--- config.mk ---
export PLATFORM = sky130hd
export DESIGN_NAME = sprite_rom_reader
export DESIGN_NICKNAME = d
export VERILOG_FILES = /design/src/rtl/sprite_rom_reader.sv
export SDC_FILE = /design/constraint.sdc
export NUM_CORES = 1
export LEC_CHECK = 0
export ABC_CLOCK_PERIOD_IN_PS = 2850
export CORE_MARGIN = 4
export CORE_UTILIZATION = 45
export DETAILED_ROUTE_END_ITERATION = 12
export PLACE_DENSITY_LB_ADDON = 0.25
export SETUP_SLACK_MARGIN = 0.4
export SYNTH_ARGS = -nofsm -noshare
export SYNTH_HDL_FRONTEND = slang
export SYNTH_SLANG_ARGS = --single-unit
--- constraint.sdc ---
create_clock -name clk -period 2.85 [get_ports clk]
set_clock_uncertainty 0.2 [all_clocks]
set_input_delay 0.855 -clock clk [delete_from_list [all_inputs] [get_ports clk]]
set_output_delay 0.855 -clock clk [all_outputs]
set_load 0.05 [all_outputs]
--- src/rtl/sprite_rom_reader.sv ---
// Streams ROM_SIZE words from a synchronous-read ROM into a 2-entry output FIFO with valid/ready.
// Define SPRITE_ROM_READER_LOOP_EN to make the read pass wrap and repeat forever.
module sprite_rom_reader #(
   parameter int unsigned DATA_WIDTH = 12,
   parameter int unsigned ADDR_WIDTH = 8,
   parameter int unsigned ROM_SIZE   = 220
) (
   input  logic                  clk,
   input  logic                  reset,
   input  logic                  start,
   output logic [ADDR_WIDTH-1:0] rom_addr,
   input  logic [DATA_WIDTH-1:0] rom_data,
   output logic [DATA_WIDTH-1:0] m_data,
   output logic                  m_valid,
   input  logic                  m_ready,
   output logic                  busy,
   output logic                  done
);

   typedef enum logic [1:0] {IDLE, READ, DRAIN} state_t;

   localparam logic [ADDR_WIDTH-1:0] LAST_ADDR = ADDR_WIDTH'(ROM_SIZE - 1);
   localparam logic [ADDR_WIDTH-1:0] ADDR_ONE  = ADDR_WIDTH'(1);

   state_t                state_q, state_d;
   logic [ADDR_WIDTH-1:0] addr_q, addr_d;
   logic                  inflight_q, inflight_d;
   logic [1:0]            count_q, count_d;
   logic                  rd_ptr_q, rd_ptr_d;
   logic                  wr_ptr_q, wr_ptr_d;
   logic [DATA_WIDTH-1:0] mem_q [2];
   logic                  pop;
   logic                  push;
   logic                  issue;
   logic [2:0]            occ;

   assign pop      = m_valid & m_ready;
   // Issue rule keeps count+inflight <= 2, so a returning word always finds a free slot.
   assign push     = inflight_q;
   assign occ      = {1'b0, count_q} + {2'b00, inflight_q} - {2'b00, pop};
   assign m_valid  = (count_q != 2'd0);
   assign m_data   = mem_q[rd_ptr_q];
   assign rom_addr = addr_q;
   assign busy     = (state_q != IDLE);

`ifdef SPRITE_ROM_READER_LOOP_EN
   logic [ADDR_WIDTH-1:0] out_idx_q, out_idx_d;

   always_comb begin
      out_idx_d = out_idx_q;
      if (pop) begin
         out_idx_d = (out_idx_q == LAST_ADDR) ? '0 : out_idx_q + ADDR_ONE;
      end
   end

   always_ff @(posedge clk or posedge reset) begin
      if (reset) begin
         out_idx_q <= '0;
      end else begin
         out_idx_q <= out_idx_d;
      end
   end
`endif

   always_comb begin
      state_d    = state_q;
      addr_d     = addr_q;
      issue      = 1'b0;
      done       = 1'b0;
      inflight_d = 1'b0;
      case (state_q)
         IDLE: begin
            if (start) begin
               state_d = READ;
               addr_d  = '0;
            end
         end
         READ: begin
            issue      = (occ < 3'd2);
            inflight_d = issue;
            if (issue) begin
               if (addr_q == LAST_ADDR) begin
`ifdef SPRITE_ROM_READER_LOOP_EN
                  addr_d  = '0;
`else
                  addr_d  = addr_q + ADDR_ONE;
                  state_d = DRAIN;
`endif
               end else begin
                  addr_d = addr_q + ADDR_ONE;
               end
            end
         end
         DRAIN: begin
            if ((count_q == 2'd0) && !inflight_q) begin
               state_d = IDLE;
               done    = 1'b1;
            end
         end
         default: state_d = IDLE;
      endcase
`ifdef SPRITE_ROM_READER_LOOP_EN
      done = pop && (out_idx_q == LAST_ADDR);
`endif
   end

   always_comb begin
      count_d  = count_q + {1'b0, push} - {1'b0, pop};
      rd_ptr_d = rd_ptr_q ^ pop;
      wr_ptr_d = wr_ptr_q ^ push;
   end

   always_ff @(posedge clk or posedge reset) begin
      if (reset) begin
         state_q    <= IDLE;
         addr_q     <= '0;
         inflight_q <= 1'b0;
         count_q    <= 2'd0;
         rd_ptr_q   <= 1'b0;
         wr_ptr_q   <= 1'b0;
         mem_q[0]   <= '0;
         mem_q[1]   <= '0;
      end else begin
         state_q    <= state_d;
         addr_q     <= addr_d;
         inflight_q <= inflight_d;
         count_q    <= count_d;
         rd_ptr_q   <= rd_ptr_d;
         wr_ptr_q   <= wr_ptr_d;
         if (push) begin
            mem_q[wr_ptr_q] <= rom_data;
         end
      end
   end

endmodule

# Yosys cells after proc, flatten, opt, wreduce, memory -nomap -nowiden
# Index checks and enable logic that the tools add are counted.
classes:
  addsub: 5
  magnitude_cmp: 4
  eq_ne: 7
  muxes: 17
  n_bitwise: 5
  reduce_logical: 10
ops:
  columns: ["operator", "n"]
  rows:
  - ["2-to-1 mux 12 bit", 4]
  - ["bitwise mux 24 bit", 1]
  - ["2-to-1 mux 8 bit", 2]
  - ["one-hot mux 8 bit (2 select lines)", 1]
  - ["demux 12 bit (select 1 bit)", 1]
  - ["adder 8 x 1 -> 8 bit (second input constant)", 1]
  - ["== test 8 bit (second input constant)", 1]
  - ["2-to-1 mux 2 bit", 4]
  - ["inequality test 2 bit (second input constant)", 4]
  - ["one-hot mux 2 bit (3 select lines)", 1]
  - ["nonzero test 2 bit", 3]
  - [">= comparator 2 bit (second input constant)", 2]
  - ["logical NOT 2 bit", 2]
  - ["inverter 1 -> 2 bit", 2]
  - ["AND reduction 4 bit", 1]
  - ["adder 2 x 1 -> 3 bit", 1]
  - ["less-than comparator 3 x 2 -> 1 bit (second input constant)", 1]
  - ["2-to-1 mux 1 bit", 3]
  - ["AND reduction 3 bit", 1]
  - ["subtractor 3 x 1 -> 3 bit", 1]
  - ["adder 2 x 1 -> 2 bit", 1]
  - ["== test 2 x 1 -> 1 bit (second input constant)", 1]
  - ["== test 2 bit (second input constant)", 1]
  - ["logical AND 1 bit", 2]
  - ["other kinds (5)", 6]
totals:
  ff_bits: 39
  input_bits: 16
  wordCells: 56

# Longest topological paths before layout
depth:
  word_depth: 6
  ltp_mapped: 10

# Least setup slack after synthesis
# No wires, ideal clock.
synth_timing:
  path_type: "reg-to-output"
  start: "reg count_q[1]"
  end: "out done"
  t_arrival_ns: 2.495
  slack_ns: -0.700
  path_stages_with_launch: 3
  n_path_buf: 0
  path_cell_list: "dfrtp_1 > or2_2 > nor4b_1"
synth_via:
  elab_chain_cells: 4
synth_rtl:
  columns: ["item", "line_no", "rtl"]
  rows:
  - ["start, declared", "28", "logic [1:0] count_q, count_d;"]
  - ["start signal, assigned", "127", "count_q <= count_d;"]
  - ["logical NOT 2 bit", "95", "if ((count_q == 2'd0) && !inflight_q) begin"]
  - ["logical AND 1 bit", "95", null]
  - ["2-to-1 mux 1 bit", "95", null]
  - ["2-to-1 mux 1 bit", "71", "case (state_q)"]
  - ["end, declared", "17", "output logic done"]
# Every way passes these cells.

# Worst setup path in the final report
layout_timing:
  start: "in m_ready"
  end: "reg addr_q[4] (netlist: rom_addr[4])"
layout_via:
  elab_chain_cells: 5
layout_rtl:
  columns: ["item", "line_no", "rtl"]
  rows:
  - ["start, declared", "15", "input logic m_ready,"]
  - ["bitwise AND 1 bit", "37", "assign pop = m_valid & m_ready;"]
  - ["subtractor 3 x 1 -> 3 bit", "40", "assign occ = {1'b0, count_q} + {2'b00, inflight_q} - {2'b00, pop};"]
  - ["less-than comparator 3 x 2 -> 1 bit", "79", "issue = (occ < 3'd2);"]
  - ["inequality test 2 bit (no source line)", null, null]
  - ["AND reduction 3 bit (no source line)", null, null]
  - ["end signal, assigned", "125", "addr_q <= addr_d;"]
  - ["end, declared", "26", "logic [ADDR_WIDTH-1:0] addr_q, addr_d;"]
# Every way passes these cells.
# A chain may end at the register's enable or synchronous reset.

==> results.json <==
{
  "synthTopCellsByArea": "sky130_fd_sc_hd__dfrtp_1, sky130_fd_sc_hd__mux2_2, sky130_fd_sc_hd__ha_1",
  "crit-reg2reg-launch": "count_q[1]$_DFF_PP0_",
  "max-clock-path-buffers": 2,
  "tritoncts": "yes",
  "post-route-drc-count": 0,
  "hold_path.class": "reg -> reg",
  "antenna_violating_nets_post_route": 0,
  "netlist-cell-type-count": 32,
  "layout.nets": 226,
  "hold_viol": 0,
  "via_count": 1315,
  "vias_in_the_first_global_route": 1463,
  "post_synth_inst_count": 149,
  "drt_pre_antenna_iters": 4,
  "netlist_area_before_placement_um2": 1848,
  "period_share": 0.9836,
  "clock_buffer_count_from_cts": 5,
  "design.portCount": 39,
  "synth.yosys.warnings": 0,
  "clock-sinks": 39,
  "layout-drive-gt1-share": 0.4732,
  "initial_core_util": 0.4620,
  "mostFrequentLayoutCell": "sky130_fd_sc_hd__dfrtp_1",
  "critPathRequiredTime_ns": 2.83,
  "clkSlewWorstSetupHoldPaths_ns": 0.08,
  "synth.largest_area_cell": "sky130_fd_sc_hd__dfrtp_1",
  "globalRouteOverflowTotal": 0,
  "postSynthAreaPerCell_um2": 12.40,
  "tightest_slew_ns": 0.5877,
  "rrSetupSlack_ns": 0.06,
  "layout_min_cycle_time_ns": 2.803,
  "dpl_worst_slack_ns": -0.6520,
  "timing.final.max_slew_violations": 0,
  "synth.yosys.seq_area_share": 0.5281,
  "timing.reg2reg.worst_path_depth": 10,
  "htree_num_levels": 2,
  "slew_headroom": 0.6082,
  "worst_skew_pair.late_latency_ns": 0.28,
  "rows": 23,
  "fraction_of_synthesized_cell_area_taken_by_the_top_area_cell_type": 0.5281,
  "coreArea_um2": 4000,
  "port-buffer-count": 38,
  "die_h_um": 72.09,
  "cp-end-kind": "flip-flop",
  "antenna_cells_inserted": 0,
  "grt_antenna_before_repair": 0,
  "postCtsHoldBufs": 0,
  "min_to": "mem_q[7]$_DFFE_PP0P_",
  "worstHoldPathCells": 1,
  "routabilityCongestion": 0.8595,
  "ys_seq_elements": 39,
  "layout_setup_ws_ns": 0.04668,
  "holdCritStartpoint": "mem_q[7]$_DFFE_PP0P_",
  "grt_util_all_layers": 0.1639,
  "routed_wire_length_per_instance_um": 15.32,
  "startpoint_type": "primary input",
  "dp_hpwl_um": 2571,
  "leading_cell_types_in_the_layout_fill_and_taps_excluded": "sky130_fd_sc_hd__dfrtp_1, sky130_fd_sc_hd__mux2_2, sky130_fd_sc_hd__buf_4",
  "cp.arrival_ns": 2.78,
  "die_width_um": 72.09,
  "clockRootBuffer": "sky130_fd_sc_hd__clkbuf_8",
  "grt_setup_unrepaired": "yes",
  "max_clock_freq_ghz": 0.3567,
  "synth_fp_nets": 171,
  "critical_register_to_register_path_endpoint": "rom_addr[4]$_DFFE_PP0P_",
  "setup_violations": 0,
  "run_status": "completed",
  "areaGrowthSynthToFinish_pct": 40.22,
  "die_area_um2": 5196,
  "routed_wl_um": 3907,
  "crit_type": "in -> reg",
  "crit_path_max_fanout": 4,
  "maxCapViolCount": 0,
  "pin_count_of_the_biggest_net_entering_global_routing": 40,
  "drt_iter0_markers": 67,
  "post_drt_via_cell_ratio": 5.157,
  "grt_first_pass_wirelength_um": 6789
}
## layout make-up
class	count	area, um2
clock buffers	5	68.82
repair buffers	52	471.7
inverters	9	33.78
fillers	305	1409
clock inverters	3	43.79
flip-flops and latches	39	977.2
multi-input cells	97	933.4
well taps	50	62.56
## worst max path at each step
| stage | slack (ns) | start | to | depth (start not counted) |
|---|---|---|---|---|
| after floorplan | -0.09 | m_ready | rom_addr[4]$_DFFE_PP0P_ | 9 |
| after global placement | -0.51 | m_ready | rom_addr[4]$_DFFE_PP0P_ | 10 |
| after detailed placement | -0.65 | m_ready | rom_addr[2]$_DFFE_PP0P_ | 11 |
| after CTS | 0.08 | m_ready | rom_addr[4]$_DFFE_PP0P_ | 10 |
| after global routing | -0.02 | count_q[1]$_DFF_PP0_ | rom_addr[2]$_DFFE_PP0P_ | 11 |
| final | 0.05 | m_ready | rom_addr[4]$_DFFE_PP0P_ | 10 |
## registers in the layout (all words and copies together), names as in the netlist
register,cells
wr_ptr_q,1
count_q,2
state_q,2
rd_ptr_q,1
rom_addr,8
inflight_q,1
mem_q,24
## critical path, cell delays in order
cell,delay (ns)
sky130_fd_sc_hd__buf_6,0.09
sky130_fd_sc_hd__and2_4,0.15
sky130_fd_sc_hd__ha_4,0.25
sky130_fd_sc_hd__inv_2,0.04
sky130_fd_sc_hd__ha_4,0.14
sky130_fd_sc_hd__fa_2,0.58
sky130_fd_sc_hd__nor2b_1,0.06
sky130_fd_sc_hd__nand4_1,0.10
sky130_fd_sc_hd__mux2_4,0.30
sky130_fd_sc_hd__a22o_1,0.20
## cell usage after synthesis
cell / n
sky130_fd_sc_hd__dfrtp_1: 39
sky130_fd_sc_hd__mux2_2: 37
sky130_fd_sc_hd__inv_1: 9
sky130_fd_sc_hd__nand2_1: 8
sky130_fd_sc_hd__nand3_1: 8
sky130_fd_sc_hd__nor2_1: 8
sky130_fd_sc_hd__o21ai_0: 6
sky130_fd_sc_hd__ha_1: 5
sky130_fd_sc_hd__buf_1: 2
sky130_fd_sc_hd__nand2b_1: 2
sky130_fd_sc_hd__nand4_1: 2
sky130_fd_sc_hd__nor3b_1: 2
sky130_fd_sc_hd__o311ai_1: 2
sky130_fd_sc_hd__a22o_1: 1
sky130_fd_sc_hd__a22oi_1: 1
sky130_fd_sc_hd__and2_1: 1
sky130_fd_sc_hd__and2b_2: 1
sky130_fd_sc_hd__and3_1: 1
sky130_fd_sc_hd__and3_2: 1
sky130_fd_sc_hd__and4_1: 1
sky130_fd_sc_hd__buf_2: 1
sky130_fd_sc_hd__clkbuf_2: 1
sky130_fd_sc_hd__fa_1: 1
sky130_fd_sc_hd__mux2_1: 1
sky130_fd_sc_hd__nor2b_1: 1
sky130_fd_sc_hd__nor4b_1: 1
sky130_fd_sc_hd__o21bai_1: 1
sky130_fd_sc_hd__or2_2: 1
sky130_fd_sc_hd__or2b_1: 1
sky130_fd_sc_hd__or4_1: 1
sky130_fd_sc_hd__xor2_1: 1
sky130_fd_sc_hd__xor2_2: 1
## cells by family after synthesis
kind of cell | Yosys count | synth area share
and+or+nand+nor | 40 | 0.1158
DFF | 39 | 0.5281
muxes | 38 | 0.2316
buffers and inverters | 13 | 0.02775
AOI/OAI and AO/OA | 11 | 0.03860
adders and majority gates | 6 | 0.04469
xor gates and xnor gates | 2 | 0.01354
## per-layer routing
metal / wire, um / vias to the layer above / track usage
met2: 2022 / 32 / 0.2821
met1: 1676 / 646 / 0.2076
met4: 21 / 0 / 0.05010
met5: 0 / - / 0
li1: - / 633 / -
met3: 186 / 4 / 0.03324
## timing repair
item / 4_1_cts / 5_1_grt
pin swaps: 13 / 8
buffers inserted: 7 / 2
setup endpoints to repair: 33 / 19
gates resized for setup: 31 / 10
## per-stage QoR
stage                     std cells    util  area [um2]  hold WS, ns  setup TNS, ns
after floorplan                 149       -        1896       0.2749        -0.2274
after global placement          238  0.5840        2336       0.2822         -4.631
after detailed placement        238  0.5840        2336       0.2910         -5.193
after CTS                       253  0.6365        2546       0.3114              0
after global routing            255  0.6478        2591       0.3256       -0.01501
final                           255  0.6478        2591       0.3083              0
Power is not shown: default switching activity piles up to over one toggle a cycle in this logic, so the estimate is an artifact.
